**src/rtl/spike_pkg.sv**
```systemverilog
// Shared spike-path constants, used by the neuron tile and the spike decoder.
package spike_pkg;

   localparam int WIN_LOG2_DEF  = 8;
   localparam int RATE_W_DEF    = 8;
   localparam int ISI_W_DEF     = 16;
   localparam int BURST_ISI_DEF = 16;

endpackage : spike_pkg

```
**src/rtl/sat_counter.sv**
```systemverilog
// Up-counter that sticks at all-ones; clr restarts from zero and inc still
// applies in the same cycle, so clr&inc loads 1.
module sat_counter #(
   parameter int W = 8
) (
   input  logic         clk,
   input  logic         rst,
   input  logic         clr,
   input  logic         inc,
   output logic [W-1:0] q
);

   logic [W-1:0] r_q;
   logic [W-1:0] w_base;

   assign w_base = clr ? '0 : r_q;

   always_ff @(posedge clk) begin
      if (rst) begin
         r_q <= '0;
      end else if (inc && !(&w_base)) begin
         r_q <= w_base + W'(1);
      end else begin
         r_q <= w_base;
      end
   end

   assign q = r_q;

endmodule : sat_counter

```
**src/rtl/spike_decoder.sv**
```systemverilog
// Turns a 1-bit spike line into a windowed spike rate and an inter-spike
// interval with a burst flag.
module spike_decoder
   import spike_pkg::*;
#(
   parameter int WIN_LOG2  = WIN_LOG2_DEF,
   parameter int RATE_W    = RATE_W_DEF,
   parameter int ISI_W     = ISI_W_DEF,
   parameter int BURST_ISI = BURST_ISI_DEF
) (
   input  logic              clk,
   input  logic              reset,
   input  logic              spike,
   output logic [RATE_W-1:0] rate,
   output logic              rate_valid,
   output logic [ISI_W-1:0]  isi,
   output logic              isi_valid,
   output logic              burst
);

   // One extra bit so any BURST_ISI up to 2^ISI_W compares correctly.
   localparam logic [ISI_W:0] BURST_LIM = (ISI_W+1)'(BURST_ISI);

   logic                r_spike_q;
   logic [WIN_LOG2-1:0] r_win_cnt;
   logic                r_armed;
   logic [RATE_W-1:0]   r_rate;
   logic                r_rate_valid;
   logic [ISI_W-1:0]    r_isi;
   logic                r_isi_valid;
   logic                r_burst;

   logic                w_edge;
   logic                w_win_close;
   logic [RATE_W-1:0]   w_acc;
   logic [RATE_W-1:0]   w_acc_sum;
   logic [ISI_W-1:0]    w_isi_cnt;
   logic                w_burst;

   assign w_edge      = spike & ~r_spike_q;
   assign w_win_close = &r_win_cnt;
   // An edge in the closing cycle still belongs to the closing window.
   assign w_acc_sum   = (&w_acc) ? w_acc : w_acc + RATE_W'(w_edge);
   assign w_burst     = ({1'b0, w_isi_cnt} < BURST_LIM);

   sat_counter #(.W(RATE_W)) u_acc (
      .clk (clk),
      .rst (reset),
      .clr (w_win_close),
      .inc (w_edge & ~w_win_close),
      .q   (w_acc)
   );

   sat_counter #(.W(ISI_W)) u_isi_cnt (
      .clk (clk),
      .rst (reset),
      .clr (w_edge),
      .inc (1'b1),
      .q   (w_isi_cnt)
   );

   always_ff @(posedge clk) begin
      if (reset) begin
         r_spike_q    <= 1'b0;
         r_win_cnt    <= '0;
         r_armed      <= 1'b0;
         r_rate       <= '0;
         r_rate_valid <= 1'b0;
         r_isi        <= '0;
         r_isi_valid  <= 1'b0;
         r_burst      <= 1'b0;
      end else begin
         r_spike_q    <= spike;
         r_win_cnt    <= r_win_cnt + WIN_LOG2'(1);
         r_rate_valid <= w_win_close;
         if (w_win_close) begin
            r_rate <= w_acc_sum;
         end
         r_isi_valid <= w_edge & r_armed;
         if (w_edge) begin
            r_armed <= 1'b1;
            if (r_armed) begin
               r_isi   <= w_isi_cnt;
               r_burst <= w_burst;
            end
         end
      end
   end

   assign rate       = r_rate;
   assign rate_valid = r_rate_valid;
   assign isi        = r_isi;
   assign isi_valid  = r_isi_valid;
   assign burst      = r_burst;

endmodule : spike_decoder

```
**config.mk**
```make
export PLATFORM = sky130hd
export DESIGN_NAME = spike_decoder
export DESIGN_NICKNAME = d
export VERILOG_FILES = /design/src/rtl/spike_pkg.sv /design/src/rtl/sat_counter.sv /design/src/rtl/spike_decoder.sv
export SDC_FILE = /design/constraint.sdc
export NUM_CORES = 1
export LEC_CHECK = 0
export CAP_MARGIN = 20
export CORE_MARGIN = 5
export CORE_UTILIZATION = 35
export DETAILED_ROUTE_END_ITERATION = 7
export PLACE_DENSITY_LB_ADDON = 0.2
export SLEW_MARGIN = 10
export SYNTH_ARGS = -nofsm -noshare
export SYNTH_HDL_FRONTEND = slang
export SYNTH_SLANG_ARGS = --single-unit
```
**constraint.sdc**
```tcl
create_clock -name clk -period 6.83 [get_ports clk]
set_clock_uncertainty 0.2 [all_clocks]
set_input_delay 2.049 -clock clk [delete_from_list [all_inputs] [get_ports clk]]
set_output_delay 2.049 -clock clk [all_outputs]
set_load 0.02 [all_outputs]
```
==> results by group <==
Cells and area
  • Layout Nets: 345
  • Final Non-Filler Cells: 442
  • Area delta synth->final: 20.5%
  • Diodes inserted: 0
  • Filler cells: 805
  • Post-layout util: 43.5%
  • Layout cell share with drive strength beyond 1: 6.12%
  • Final Cell Area: 3170 um2

Clocking
  • Later-pin clock latency in the skew report: 330 ps
  • CTS tree: done
  • Postcts setup bufs: 0
  • Total CTS buffers: 9
  • Clock Sinks: 61
  • Clock-pin slew on the worst setup and hold paths: 70 ps
  • Hold_buf cts: 0
  • Post-cts sizing count: 0
  • CTS H-tree lvls: 3
  • Clk buf depth: 2
  • Root buf cell: clkbuf_8

Place
  • Placed Area: 2980 um2
  • DP HPWL: 4.06 mm
  • Worst slack, placed: 1890 ps
  • IO buf count: 29
  • Gpl congestion: 0.884
  • Placed cells: 426

Logic synthesis
  • Yosys reg bits: 61
  • Post-synth EDFFs: 0
  • Distinct cell type count after synthesis: 45
  • Synth area leader: dfxtp_1
  • Avg Inst Size Synth: 8.33 um2
  • Post-synthesis sequential area ratio: 46.4%
  • Gate Count Post-Synth: 316
  • Asr flop ratio synth: 0%
  • Mapped cell area: 2630 um2
  • Synth Net Count: 323
  • Dominant synthesized flop cell: dfxtp_1
  • Synth Warn #: 0
  • Top post-synthesis cells by area: dfxtp_1, nand2_1, nor2_1, a21oi_1, a211oi_1
  • Top-area cell type share of the netlist area: 46.4%

Timing
  • Relative max-transition margin: 43.9%
  • Fin Setup TNS: 0 ps
  • Max frequency: 216 MHz
  • Max-slew violations: 0
  • RSZ-0062 raised after global routing: false
  • Period utilization: 67.7%
  • Worst hold slack: 247 ps
  • Final worst slack: 2200 ps
  • Worst-margin pin slew: 834 ps
  • Finish-stage setup viols: 0
  • Final Critical Period: 4630 ps
  • Final hold violations: 0

Worst hold path
  • Hold path startpoint: r_win_cnt[0]$_SDFF_PP0_
  • Hold Crit Class: flop to flop
  • Hold path cells: 1

Global routing
  • Initial antenna violation count: 0
  • Vias in the first global route: 2033
  • Tot GR Track Use: 13.0%
  • GRT overflow: 0
  • First-pass GRT wire length: 10.1 mm
  • Pin count of the biggest net entering global routing: 34

Die
  • Die Span Y: 96.7 um
  • Io pins: 30
  • Core Box Area: 7290 um2
  • Die ar.: 9360 um2
  • Initial Util: 36.1%
  • Die Width: 96.7 um
  • Cell row count: 31

Power and ir drop
  • Power Density: 223 nW/um2
  • Switching share of power: 22.5%
  • Worst vdd ir: 0.103 mV
  • Clock power frac: 44.0%
  • Sequential power share: 51.7%
  • P_int: 547 uW
  • Net Sw Power: 159 uW
  • Logic pwr share: 4.2%
  • Static Leak: 1.03 nW
  • Total Power: 706 uW

Worst setup path
  • FF-to-FF path depth: 7
  • WP data arrival: 4640 ps
  • CP Launch Type: input port
  • Crit path max fanout: 11
  • Worst r2r src: r_spike_q$_SDFF_PP0_
  • Crit path cell chain: clkdlybuf4s50_1, nand2b_2, and2_1, ha_1, nand4_1, nor4_1, a211oi_1, mux2_1
  • R2r setup slk: 4050 ps
  • Slowest Stage Delay on Critical Path: 730 ps
  • Critical path class: input port to flop
  • Crit path required time: 6840 ps
  • CP startpoint: spike
  • CP Capture Type: flop
  • CP max stage cell: nor4_1

Routing
  • Routed len/inst: 13.5 um
  • Via count: 2269
  • Routed wire length: 5.98 mm
  • Metal3 WL: 327 um
  • Met1 Routed Length: 3.08 mm
  • Max layer used: met4
  • Met2 routed WL: 2.49 mm
  • Final ANT Viol Nets: 0
  • First-pass DRT Iterations: 4
  • Post-route DRC: 0
  • First DRT Iteration DRCs: 131
  • Via density: 5.13

Run status
  • Status: completed

Run
  • Max-cap viol count: 0
layout by cell type, fill, tap and decap left out, drive strengths merged, types with 4 or more instances in the layout:
cell           synthesis  layout
or3                    4       4
a21oi                 24      24
nand4                  8       8
inv                    7       7
clkinv                 0       4
nand2                 45      45
nand3                 18      18
nor4                   5       5
o21ai                  4       4
xor2                   8       8
clkdlybuf4s50          0      29
nor2                  34      34
clkbuf                16      11
xnor2                  7       7
a211oi                14      14
o211ai                 4       4
nor3                   6       6
and2                   6       6
dfxtp                 61      61
ha                     4       4
and3                   7       7
layout make-up:
class	instances	area, um2	area share (%)
Timing Repair Buffer	30	298	9.39
Clock inverter	5	50.0	1.58
Clock buffer	11	141	4.46
Sequential cell	61	1220	38.5
Multi-Input combinational cell	229	1310	41.3
Tap cell	99	124	3.91
Inverter	7	26.3	0.828
logic make-up (layout without fill, tap and decap cells):
group,count (synthesis),after routing,share of synthesized area (%)
buffers and inverters,26,53,3.80
AO/OA/AOI/OAI,61,61,15.0
XOR/XNOR,15,15,4.99
adder cells (fa/ha/maj),4,4,1.90
AND/OR/NAND/NOR,146,146,26.7
flip-flops,61,61,46.4
multiplexers,3,3,1.24
flip-flops by register name, summed over array words and instances (netlist names):
signal,cells
r_spike_q,1
u_isi_cnt.q,16
u_acc.q,8
rate,8
rate_valid,1
r_win_cnt,8
isi,16
burst,1
isi_valid,1
r_armed,1
power by group through the flow:
stage	registers (mW)	clock network (mW)	logic, mW
after detailed placement	0.373	0	0.0303
after CTS	0.365	0.318	0.0305
after floorplan	0.372	0	0.0219
final	0.365	0.311	0.0300
after global placement	0.373	0	0.0302
after global routing	0.366	0.337	0.0337
synthesized netlist by cell type, types with 2 or more instances:
master	number
a21oi_1	24
o41ai_1	3
buf_1	2
o31ai_1	2
nor3_1	6
or3_1	4
nand3_1	18
xnor2_1	7
and2_1	6
dfxtp_1	61
nand2_1	45
a211oi_1	14
inv_1	6
o31a_1	2
o21ai_0	4
nand4_1	8
nor2b_1	3
xor2_1	8
ha_1	4
o211ai_1	4
clkbuf_1	15
and3_1	7
a31oi_1	3
or4_1	2
nor4_1	5
nor2_1	34
routing by layer:
metal / GRT usage [%] / vias to the layer above
met5: 0 / -
met4: 6.48 / 0
met3: 3.81 / 6
met2: 17.8 / 57
met1: 18.5 / 1046
li1: - / 1160
worst paths after layout:
kind                               end
max reg2reg  u_isi_cnt.q[8]$_SDFF_PP0_
max          u_isi_cnt.q[8]$_SDFF_PP0_
min            r_win_cnt[0]$_SDFF_PP0_
min reg2reg    r_win_cnt[0]$_SDFF_PP0_
critical path, delay by kind of cell:
kind / cells / cell delay (ps)
buf+inv: 1 / 470
mux: 1 / 340
compound gates: 1 / 190
fa+ha+maj: 1 / 240
simple gates: 4 / 1350
Note: power is estimated with default switching activity, not from simulation.
